`src/rtl/seg_sched_pkg.sv`:
```
// Shared types and constants for the 7-segment display scheduler.
// Used by seg_tick_prescaler and seg_display_scheduler.
package seg_sched_pkg;

  typedef enum logic [1:0] {
    SHOW_A = 2'd0,
    SHOW_B = 2'd1,
    ALERT  = 2'd2
  } sched_state_t;

  localparam logic [1:0]  ACTIVE_SRC_A     = 2'd0;
  localparam logic [1:0]  ACTIVE_SRC_B     = 2'd1;
  localparam logic [1:0]  ACTIVE_SRC_ALERT = 2'd2;
  localparam logic [15:0] BLANK_CODE       = 16'hFFFF;

  // Counter width able to hold 0..n-1; never narrower than one bit.
  function automatic int cnt_width(input int n);
    return (n > 1) ? $clog2(n) : 1;
  endfunction

endpackage

```
`src/rtl/seg_tick_prescaler.sv`:
```
// Divides clk by TICK_DIV and emits a one-cycle tick on the terminal count.
// A synchronous clear restarts the count from zero.
module seg_tick_prescaler
  import seg_sched_pkg::*;
#(
  parameter int TICK_DIV = 50_000_000
) (
  input  logic clk,
  input  logic rst,
  input  logic clear,
  output logic tick
);

  localparam int CW = cnt_width(TICK_DIV);
  localparam logic [CW-1:0] LAST = CW'(TICK_DIV - 1);

  logic [CW-1:0] count;

  assign tick = (count == LAST);

  always_ff @(posedge clk) begin
    if (rst || clear || tick) begin
      count <= '0;
    end else begin
      count <= count + CW'(1);
    end
  end

endmodule

```
`src/rtl/seg_display_scheduler.sv`:
```
// Time-shares a 4-digit display between two BCD sources and a handshaked alert.
// Define SEG_BLINK_EN to blink the alert code against BLANK_CODE every tick.
module seg_display_scheduler
  import seg_sched_pkg::*;
#(
  parameter int TICK_DIV     = 50_000_000,
  parameter int ROTATE_TICKS = 3,
  parameter int ALERT_TICKS  = 2
) (
  input  logic        clk,
  input  logic        rst,
  input  logic [15:0] src_a_code,
  input  logic [15:0] src_b_code,
  input  logic        alert_valid,
  input  logic [15:0] alert_code,
  output logic        alert_ready,
  output logic [15:0] seg_8421_code,
  output logic [1:0]  active_src
);

  localparam int MAX_TICKS = (ROTATE_TICKS > ALERT_TICKS) ? ROTATE_TICKS : ALERT_TICKS;
  localparam int DW = cnt_width(MAX_TICKS);

  sched_state_t  state, next_state, saved_state;
  logic [DW-1:0] dwell, dwell_limit;
  logic [15:0]   alert_latch;
  logic          tick, expire, accept, transition;

  seg_tick_prescaler #(.TICK_DIV(TICK_DIV)) u_prescaler (
    .clk   (clk),
    .rst   (rst),
    .clear (transition),
    .tick  (tick)
  );

  // An accepted alert beats a simultaneous dwell expiry.
  always_comb begin
    dwell_limit = (state == ALERT) ? DW'(ALERT_TICKS - 1) : DW'(ROTATE_TICKS - 1);
    expire      = tick && (dwell == dwell_limit);
    accept      = alert_valid && alert_ready && (state != ALERT);
    transition  = accept || expire;
    next_state  = state;
    if (accept) begin
      next_state = ALERT;
    end else if (expire) begin
      case (state)
        SHOW_A:  next_state = SHOW_B;
        SHOW_B:  next_state = SHOW_A;
        default: next_state = saved_state;
      endcase
    end
  end

  always_ff @(posedge clk) begin
    if (rst || transition) begin
      dwell <= '0;
    end else if (tick) begin
      dwell <= dwell + DW'(1);
    end
  end

  always_ff @(posedge clk) begin
    if (rst) begin
      state       <= SHOW_A;
      saved_state <= SHOW_A;
      alert_latch <= '0;
      alert_ready <= 1'b0;
    end else begin
      state       <= next_state;
      alert_ready <= (next_state != ALERT);
      if (accept) begin
        saved_state <= state;
        alert_latch <= alert_code;
      end
    end
  end

  // Outputs follow the state in effect one cycle later; background inputs stay live.
  always_ff @(posedge clk) begin
    if (rst) begin
      seg_8421_code <= '0;
      active_src    <= ACTIVE_SRC_A;
    end else begin
      case (state)
        SHOW_A: begin
          seg_8421_code <= src_a_code;
          active_src    <= ACTIVE_SRC_A;
        end
        SHOW_B: begin
          seg_8421_code <= src_b_code;
          active_src    <= ACTIVE_SRC_B;
        end
        default: begin
`ifdef SEG_BLINK_EN
          seg_8421_code <= dwell[0] ? BLANK_CODE : alert_latch;
`else
          seg_8421_code <= alert_latch;
`endif
          active_src    <= ACTIVE_SRC_ALERT;
        end
      endcase
    end
  end

endmodule

```
`config.mk`:
```
export PLATFORM = sky130hd
export DESIGN_NAME = seg_display_scheduler
export DESIGN_NICKNAME = d
export VERILOG_FILES = /design/src/rtl/seg_sched_pkg.sv /design/src/rtl/seg_tick_prescaler.sv /design/src/rtl/seg_display_scheduler.sv
export SDC_FILE = /design/constraint.sdc
export NUM_CORES = 1
export LEC_CHECK = 0
export BUFFER_PORTS_ARGS = -buffer_cell sky130_fd_sc_hd__buf_2
export CORE_ASPECT_RATIO = 1.75
export CORE_MARGIN = 5
export CORE_UTILIZATION = 30
export CTS_CLUSTER_DIAMETER = 80
export DETAILED_ROUTE_END_ITERATION = 12
export PLACE_DENSITY = 0.55
export SYNTH_ARGS = -nofsm -noshare
export SYNTH_HDL_FRONTEND = slang
export SYNTH_SLANG_ARGS = --single-unit
```
`constraint.sdc`:
```
create_clock -name clk -period 2.9 [get_ports clk]
set_clock_uncertainty 0.05 [all_clocks]
set_input_delay 0.145 -clock clk [delete_from_list [all_inputs] [get_ports clk]]
set_output_delay 0.145 -clock clk [all_outputs]
set_load 0.01 [all_outputs]
```
==> impl_metrics.json, run 1 <==
{
  "hold_slack_ps": 14.7,
  "crit_chain": "ha_1 -> and2_2 -> nand2_4 -> or4_1 -> a311oi_1 -> o211ai_1",
  "cts_root_buffer": "clkbuf_16",
  "reg2regPathDepth": 6,
  "period_minus_slack_ps": 2290,
  "io_pins": 70,
  "fp.dieW_um": 84.0,
  "worstSetupEndpointType": "flop",
  "seq_area_um2": 1340,
  "start_util_pct": 30.6,
  "vias_per_cell": 4.66,
  "instances_no_fill": 543,
  "synthesis.nets": 402,
  "syn_area_um2": 2880,
  "place.gp.congestion": 0.786,
  "io_buffers": 69,
  "grt_max_degree": 43,
  "final_common_cell": "buf_2",
  "drv_slew": 0,
  "cts_tree": "built",
  "fmax_mhz": 437,
  "seq_area_frac_synth_pct": 46.6,
  "wirelength_um": 6800,
  "clock_tree.buffer_depth": 2,
  "clock_power_share_pct": 49.2,
  "rsz0062_at_grt": "false",
  "power.switching_mw": 0.509,
  "post-place-ws_ps": 617,
  "final_area_um2": 3670,
  "drt_iter0_drc": 101,
  "relSlewSlack_pct": 51.1,
  "maxCapViolCount": 0,
  "syn_inst": 350,
  "post-route-util_pct": 39.0,
  "fp-row-count": 47,
  "hold_viol": 0,
  "cpMaxStageDelayCell": "or4_1",
  "reg2reg_slack_ps": 610,
  "vdd_drop_max_uv": 286,
  "multi_input_area_um2": 1430,
  "crit_path_start_kind": "flop",
  "ys_types": 36,
  "hold-path-cell-count": 3,
  "cp_slowest_stage_delay_ps": 660,
  "place_hpwl_um": 5040,
  "grt-ovfl-total": 0,
  "intPower_mw": 1.85,
  "dp_cells": 526,
  "grt_usage_pct": 12.1,
  "min_from": "alert_code[10]",
  "p_seq_share_pct": 41.9,
  "comb_power_share_pct": 8.9,
  "num_antenna_cells": 0,
  "ant_nets": 0,
  "layout_common_cells": "69 x buf_2, 68 x nor2_1, 67 x dfxtp_1",
  "p_per_area_nw_per_um2": 645,
  "setup_viol": 0,
  "area_growth_pct": 27.4,
  "cp.arrival_ps": 2410,
  "n_fill_cell": 972,
  "required_ps": 3020,
  "insertion_delay_ps": 320,
  "p_total_mw": 2.36,
  "ys_warn_count": 0,
  "synth-async-reset-ratio_pct": 0,
  "critPathMaxFanout": 10,
  "antenna_found_initial": 0,
  "grt_pass1_vias": 2529,
  "core_area_um2": 9410,
  "tightest_slew_ps": 734,
  "min_path_type": "in2reg",
  "wl_per_cell_um": 12.5,
  "cts_resized": 0,
  "setup-tns-final_ps": 0,
  "reg2reg_to": "alert_ready",
  "swShare_pct": 21.6,
  "synth_seq_cells": 67,
  "numCtsBuffers": 9,
  "critPathKind": "reg2reg",
  "min_to": "alert_latch[10]",
  "synth-edff-count": 0,
  "worst_slack_ps": 612,
  "nets": 468,
  "htreeDepth": 3,
  "grt_pass1_wl_um": 11700,
  "syn_area_per_cell_um2": 8.22,
  "p_leak_nw": 1.42,
  "r2r_start": "u_prescaler.count[0]",
  "dieHeight_um": 140,
  "ys.flop_type": "dfxtp_1",
  "clk_pin_slew_worst_paths_ps": 50,
  "post_route_cells_drive_above_1_share_pct": 21.6,
  "drc_errors": 0,
  "cts_num_sinks": 67,
  "dieArea_um2": 11700,
  "period_share_pct": 78.9,
  "routed-via-count": 2529,
  "first_pass_iters": 4,
  "place_area_um2": 3330,
  "status": "complete, no violations"
}
## synth_stat cells, types with 3 or more instances
cell type	number	area, um^2
clkbuf_1	11	41.3
buf_1	5	18.8
nand4_1	8	50.1
inv_1	5	18.8
xor2_1	4	35.0
nor2_1	68	255
nor4_1	6	37.5
nand2_1	43	161
mux2i_1	16	160
nor3_1	9	45.0
nor2b_1	4	25.0
and3_1	6	37.5
buf_2	3	15.0
nand3_1	12	60.1
a21oi_1	39	195
dfxtp_1	67	1340
xnor2_1	20	175
## worst max-delay path: cells and delay by family, from the launching register on
family / cells / cell delay (ps)
AOI/OAI and AO/OA: 2 / 520
adders and majority gates: 1 / 220
DFF: 1 / 380
and+or+nand+nor: 3 / 960
## area by class of cell
type | instances | share of cell area [%]
inverters | 5 | 0.512
flip-flops and latches | 67 | 36.6
well taps | 122 | 4.16
multi-input cells | 258 | 39.0
clock inverters | 4 | 1.98
repair buffers | 75 | 10.7
clock buffers | 12 | 7.00
## power by group through the flow
stage,clock [mW],sequential (mW),combinational (mW)
after global routing,1.25,0.996,0.241
after global placement,0,1.01,0.212
after detailed placement,0,1.01,0.214
after CTS,1.20,0.991,0.216
after floorplan,0,1.02,0.113
final,1.16,0.991,0.210
## cell families after synthesis
kind of cell | share of synthesized area [%]
AND/OR/NAND/NOR | 28.0
flip-flops | 46.6
AO/OA/AOI/OAI | 8.39
buffers and inverters | 3.65
XOR/XNOR | 7.30
multiplexers | 5.57
adder cells (fa/ha/maj) | 0.435
## routing by layer
metal  vias up  share of wire, %  GRT usage, %
met2        69                53          21.4
met5         -                 0             0
met4         0              0.84          4.58
met1      1143                41          13.0
li1       1313                 -             -
met3         4               5.2          4.26
## registers in the layout (all words and copies together) (netlist names)
name               count
active_src             2
alert_ready            1
u_prescaler.count     26
dwell                  2
saved_state            2
alert_latch           16
state                  2
seg_8421_code         16
## worst max path at each step
stage / startpoint / end / slack (ps) / cells after the start
2_1_floorplan: u_prescaler.count[0] / alert_ready / 810 / 7
3_3_place_gp: u_prescaler.count[0] / alert_ready / 670 / 6
3_5_place_dp: u_prescaler.count[0] / alert_ready / 620 / 6
4_1_cts: u_prescaler.count[0] / alert_ready / 610 / 6
5_1_grt: u_prescaler.count[0] / alert_ready / 420 / 6
6_report: u_prescaler.count[0] / alert_ready / 610 / 6
## timing repair
action | in CTS | in global routing
hold buffers | 1 | 0
setup buffers | 0 | 0
setup endpoints to repair | 0 | 0
endpoints found under the hold margin | 1 | 0
(Power assumes the default switching activity.)
==> inputs of run 2 (changes only) <==
==> constraint.sdc (replaced) <==
create_clock -name clk -period 2.2 [get_ports clk]
set_clock_uncertainty 0.05 [all_clocks]
set_input_delay 0.11 -clock clk [delete_from_list [all_inputs] [get_ports clk]]
set_output_delay 0.11 -clock clk [all_outputs]
set_load 0.01 [all_outputs]
==> run 2 against run 1 <==
Effect of this change: non-clock buffer count increased by 24; first-iteration DRC count down 6.9%; combinational power rose by 50%; register-to-register slack worse by 430 ps; sequential power rose by 31%; sequential share of layout area down 2.4 points; critical path depth unchanged.
==> impl_metrics.json, run 2 (synthesis results as in run 1) <==
{
  "fp.dieW_um": 84.0,
  "grt_pass1_wl_um": 12300,
  "dieArea_um2": 11700,
  "n_fill_cell": 958,
  "vias_per_cell": 4.72,
  "critPathKind": "reg2reg",
  "p_leak_nw": 1.55,
  "vdd_drop_max_uv": 404,
  "place_hpwl_um": 5130,
  "htreeDepth": 3,
  "power.switching_mw": 0.732,
  "path_buf_inv": 0,
  "swShare_pct": 22.3,
  "io_pins": 70,
  "nets": 492,
  "cpMaxStageDelayCell": "or4_4",
  "num_antenna_cells": 0,
  "tightest_slew_ps": 432,
  "reg_top3": "u_prescaler.count: 26 flops, alert_latch: 16 flops, seg_8421_code: 16 flops",
  "cts_tree": "built",
  "antenna_found_initial": 0,
  "critPathMaxFanout": 6,
  "seq_area_um2": 1340,
  "p_per_area_nw_per_um2": 837,
  "min_path_type": "in2reg",
  "drt_iter0_drc": 94,
  "maxCapViolCount": 0,
  "cts_setup_buffers": 0,
  "first_pass_iters": 4,
  "area_growth_pct": 36.5,
  "status": "complete, no violations",
  "crit_path_start_kind": "flop",
  "clock_tree.buffer_depth": 2,
  "post-place-ws_ps": 69.7,
  "drv_slew": 0,
  "crit_start": "u_prescaler.count[1]",
  "critPathCapture": "alert_ready",
  "largest_register_ffs": 26,
  "numCtsBuffers": 9,
  "reg2reg_to": "alert_ready",
  "crit_family": "simple AND/OR/NAND/NOR gates",
  "dieHeight_um": 140,
  "start_util_pct": 30.6,
  "period_share_pct": 91.9,
  "cp_slowest_stage_delay_ps": 580,
  "multi_input_area_um2": 1440,
  "fmax_mhz": 495,
  "routed-via-count": 2674,
  "place.gp.congestion": 0.792,
  "intPower_mw": 2.56,
  "cts_root_buffer": "clkbuf_16",
  "ant_nets": 0,
  "worstSetupEndpointType": "flop",
  "clk_pin_slew_worst_paths_ps": 60,
  "core_area_um2": 9410,
  "period_minus_slack_ps": 2020,
  "grt_max_degree": 34,
  "reg2regPathDepth": 6,
  "crit_chain": "ha_1 -> and2_2 -> nand2_4 -> or4_4 -> a2111o_1 -> o211ai_1",
  "rsz0062_at_grt": "false",
  "required_ps": 2400,
  "cp.arrival_ps": 2220,
  "setup_viol": 0,
  "setup-tns-final_ps": 0,
  "drc_errors": 0,
  "hold_viol": 0,
  "worst_slack_ps": 179,
  "layout_common_cells": "69 x buf_2, 68 x nor2_1, 67 x dfxtp_1",
  "registers.top_by_ff_count": "u_prescaler.count",
  "reg2reg_slack_ps": 180,
  "wirelength_um": 7240,
  "p_total_mw": 3.29,
  "grt_pass1_vias": 2665,
  "grt-ovfl-total": 0,
  "fp-row-count": 47,
  "grt_usage_pct": 12.8,
  "relSlewSlack_pct": 71.1,
  "insertion_delay_ps": 330,
  "p_seq_share_pct": 39.6,
  "post_route_cells_drive_above_1_share_pct": 23.1,
  "clock_power_share_pct": 50.8,
  "io_buffers": 69,
  "r2r_start": "u_prescaler.count[1]",
  "wl_per_cell_um": 12.8,
  "comb_power_share_pct": 9.6,
  "final_common_cell": "buf_2",
  "critical_path_depth": 6,
  "cts_num_sinks": 67
}
## run 2: layer usage
layer  global-route usage [%]  vias to the layer above  wire length (um)
met5                        0                        -                 0
met4                     7.37                        0               189
met3                     3.02                       12               375
met2                     23.0                       66              3720
met1                     13.4                     1227              2950
li1                         -                     1369                 -
## run 2: per-stage QoR
step	cell area (um^2)	utilization, %	cells	hold WS, ps
6_report	3930	41.8	567	21.9
5_1_grt	3930	41.8	567	56.1
4_1_cts	3920	41.6	567	16.8
3_5_place_dp	3410	36.2	535	309
3_3_place_gp	3410	36.2	535	302
2_1_floorplan	2880	-	350	143
## run 2: timing repair
| action | CTS | global route |
|---|---|---|
| endpoints found under the hold margin | 16 | 0 |
| resized for setup | 0 | 2 |
| hold buffers | 16 | 0 |
| endpoints found under the setup margin | 0 | 2 |
## run 2: power by group through the flow
stage	Combinational [mW]	Sequential, mW	Clock (mW)
after floorplan	0.149	1.34	0
after global placement	0.292	1.33	0
after detailed placement	0.296	1.33	0
after CTS	0.320	1.30	1.71
after global routing	0.357	1.31	1.75
final	0.315	1.30	1.67
## run 2: worst min-delay path by stage
| stage | cells past startpoint | startpoint | endpoint |
|---|---|---|---|
| floorplan | 1 | rst | active_src[1] |
| global placement | 3 | alert_code[2] | alert_latch[2] |
| detailed placement | 3 | alert_code[8] | alert_latch[8] |
| CTS | 2 | rst | state[1] |
| global route | 2 | rst | alert_latch[5] |
| finish | 2 | rst | state[1] |
## run 2: area by class of cell
class / instances / share of cell area [%]
Inverter: 5 / 0.478
Tap cell: 122 / 3.89
Clock inverter: 6 / 2.87
Timing Repair Buffer: 99 / 15.9
Clock buffer: 10 / 6.08
Multi-Input combinational cell: 258 / 36.7
Sequential cell: 67 / 34.1
==> inputs of run 3 (changes only) <==
--- a/config.mk
+++ b/config.mk
@@ -5,13 +5,14 @@
 export SDC_FILE = /design/constraint.sdc
 export NUM_CORES = 1
 export LEC_CHECK = 0
+export ABC_AREA = 1
 export BUFFER_PORTS_ARGS = -buffer_cell sky130_fd_sc_hd__buf_2
 export CORE_ASPECT_RATIO = 1.75
 export CORE_MARGIN = 5
 export CORE_UTILIZATION = 30
 export CTS_CLUSTER_DIAMETER = 80
 export DETAILED_ROUTE_END_ITERATION = 12
-export PLACE_DENSITY = 0.55
+export PLACE_DENSITY = 0.54
 export SYNTH_ARGS = -nofsm -noshare
 export SYNTH_HDL_FRONTEND = slang
 export SYNTH_SLANG_ARGS = --single-unit
==> run 3 against run 2 <==
Effect of this change: synthesized cell count rose by 31%; critical endpoint is now seg_8421_code[15]; flip-flop and latch count did not move; routed wire length rose by 20%; maximum frequency rose by 10%; via count rose by 17%; highest routed layer unchanged.
==> impl_metrics.json, run 3 <==
{
  "synth-async-reset-ratio_pct": 0,
  "grt_max_degree": 34,
  "synth_top_cell_by_area": "dfxtp_1",
  "critPathKind": "reg2reg",
  "io_buffers": 69,
  "grt-ovfl-total": 0,
  "drt_iter0_drc": 94,
  "setup-tns-final_ps": 0,
  "cts_resized": 0,
  "hold_viol": 0,
  "use_met2_pct": 28.5,
  "numCtsBuffers": 9,
  "crit_start": "state[1]",
  "num_antenna_cells": 0,
  "p_per_area_nw_per_um2": 714,
  "synth.most_common_cell": "nand2_1",
  "registers.top_by_ff_count": "u_prescaler.count",
  "critPathMaxFanout": 19,
  "cts_root_buffer": "clkbuf_16",
  "fp-row-count": 49,
  "use_met1_pct": 13.1,
  "layout_common_cells": "139 x nand2_1, 86 x nor2_1, 69 x buf_2",
  "start_util_pct": 30.3,
  "syn_inst": 460,
  "synth_area_leaders": "dfxtp_1 44%, nand2_1 17%, nor2_1 10%, inv_1 5.7%, nand3_1 5.0%",
  "clk_pin_slew_worst_paths_ps": 60,
  "synth_seq_cells": 67,
  "instances_no_fill": 684,
  "relSlewSlack_pct": 65.3,
  "core_area_um2": 10200,
  "place_hpwl_um": 6560,
  "min_path_type": "in2reg",
  "first_pass_iters": 4,
  "final_common_cell": "nand2_1",
  "worstSetupEndpointType": "flop",
  "ys.flop_type": "dfxtp_1",
  "rsz0062_at_grt": "false",
  "grt_usage_pct": 14.5,
  "period_minus_slack_ps": 1840,
  "vias_per_cell": 4.57,
  "p_leak_nw": 1.78,
  "crit_path_start_kind": "flop",
  "clock_tree.buffer_depth": 2,
  "ys_warn_count": 0,
  "reg_top3": "u_prescaler.count: 26 flops, alert_latch: 16 flops, seg_8421_code: 16 flops",
  "drv_slew": 0,
  "synth_top_area_share_pct": 43.5,
  "ys_types": 27,
  "insertion_delay_ps": 330,
  "nets": 605,
  "r2r_start": "state[1]",
  "maxCapViolCount": 0,
  "required_ps": 2370,
  "area_growth_pct": 30.5,
  "wirelength_um": 8660,
  "grt.busiest_layer": "met2",
  "htreeDepth": 3,
  "routed-via-count": 3129,
  "synthesis.nets": 512,
  "fp.dieW_um": 86.6,
  "place.gp.congestion": 0.851,
  "reg2reg_slack_ps": 360,
  "cts_setup_buffers": 0,
  "status": "complete, no violations",
  "grt_pass1_vias": 3204,
  "cts_num_sinks": 67,
  "min_from": "src_b_code[14]",
  "critPathCapture": "seg_8421_code[15]",
  "synth-edff-count": 0,
  "reg2reg_to": "seg_8421_code[15]",
  "io_pins": 70,
  "largest_register_ffs": 26,
  "ant_nets": 0,
  "reg2regPathDepth": 6,
  "vdd_drop_max_uv": 589,
  "dieHeight_um": 144,
  "seq_area_frac_synth_pct": 43.5,
  "dieArea_um2": 12500,
  "drc_errors": 0,
  "synth_common_cells": "139 x nand2_1, 86 x nor2_1, 67 x dfxtp_1",
  "antenna_found_initial": 0,
  "syn_area_um2": 3080,
  "post_route_cells_drive_above_1_share_pct": 18.5,
  "grt_use_met3_pct": 3.36,
  "setup_viol": 0,
  "grt_pass1_wl_um": 14200,
  "fmax_mhz": 544,
  "tightest_slew_ps": 519,
  "syn_area_per_cell_um2": 6.70,
  "wl_per_cell_um": 12.7,
  "cts_tree": "built",
  "cp.arrival_ps": 2010,
  "dp_cells": 650,
  "period_share_pct": 83.5
}
-- run 3: cell count changes after synthesis, moves of 6 or more --
cell / previous run / this run
nand3_1: 12 / 31
nor4_1: 6 / 0
nand2_1: 43 / 139
nor2_1: 68 / 86
and3_1: 6 / 0
inv_1: 5 / 47
o21ai_0: 2 / 20
a21oi_1: 39 / 17
xnor2_1: 20 / 3
mux2i_1: 16 / 0
clkbuf_1: 11 / 5
-- run 3: logic make-up (layout without fill, tap and decap cells) --
kind of cell    after synthesis  count (layout)  synth area share [%]
xor+xnor                      9               9                  2.56
simple gates                279             279                  37.7
buf+inv                      63             160                  8.48
flops                        67              67                  43.5
compound gates               41              41                  7.31
fa+ha+maj                     1               1                 0.406
-- run 3: how the worst min path moves through the flow --
stage / end / slack [ps] / cells past startpoint
final: seg_8421_code[14] / 20 / 5
after global routing: seg_8421_code[14] / 40 / 5
after CTS: seg_8421_code[5] / 5 / 5
after detailed placement: alert_latch[5] / 290 / 3
after global placement: alert_latch[11] / 280 / 3
after floorplan: seg_8421_code[15] / 130 / 1
-- run 3: area by class of cell --
type                            instances  area, um^2
Fill cell                            1132        6150
Multi-Input combinational cell        330        1480
Sequential cell                        67        1340
Timing Repair Buffer                   94         581
Clock buffer                           11         243
Inverter                               51         191
Tap cell                              127         159
Clock inverter                          4        27.5
-- run 3: worst max-delay path: stages, from the launching register on --
cell	delay, ps
dfxtp_1	370
buf_4	270
nor2_2	50
buf_4	200
a22oi_1	160
a21oi_1	80
dlygate4sd3_1	550
-- run 3: power by group --
part / switching (mW) / total, mW / internal (mW)
clock: 0.531 / 1.32 / 0.784
combinational: 0.143 / 0.265 / 0.122
sequential: 0.0240 / 1.29 / 1.27
-- run 3: through the flow --
step	worst slack (ps)	area [um^2]	util, %	hold WS, ps	power [mW]
after floorplan	633	3080	-	129	1.45
after global placement	530	3560	35.0	283	1.56
after detailed placement	483	3560	35.0	288	1.56
after CTS	366	4020	39.5	5.18	2.90
after global routing	267	4020	39.5	37.3	3.00
final	363	4020	39.5	16.1	2.87
-- run 3: repair_timing --
action	4_1_cts	5_1_grt
endpoints found under the setup margin	0	0
endpoints found under the hold margin	20	0
hold buffers	19	0
-- run 3: per-layer routing --
| metal | wire length, um | part of all wire, % |
|---|---|---|
| met4 | 291 | 3.4 |
| met2 | 4820 | 56 |
| met1 | 3160 | 36 |
| met3 | 392 | 4.5 |
| met5 | 0 | 0 |
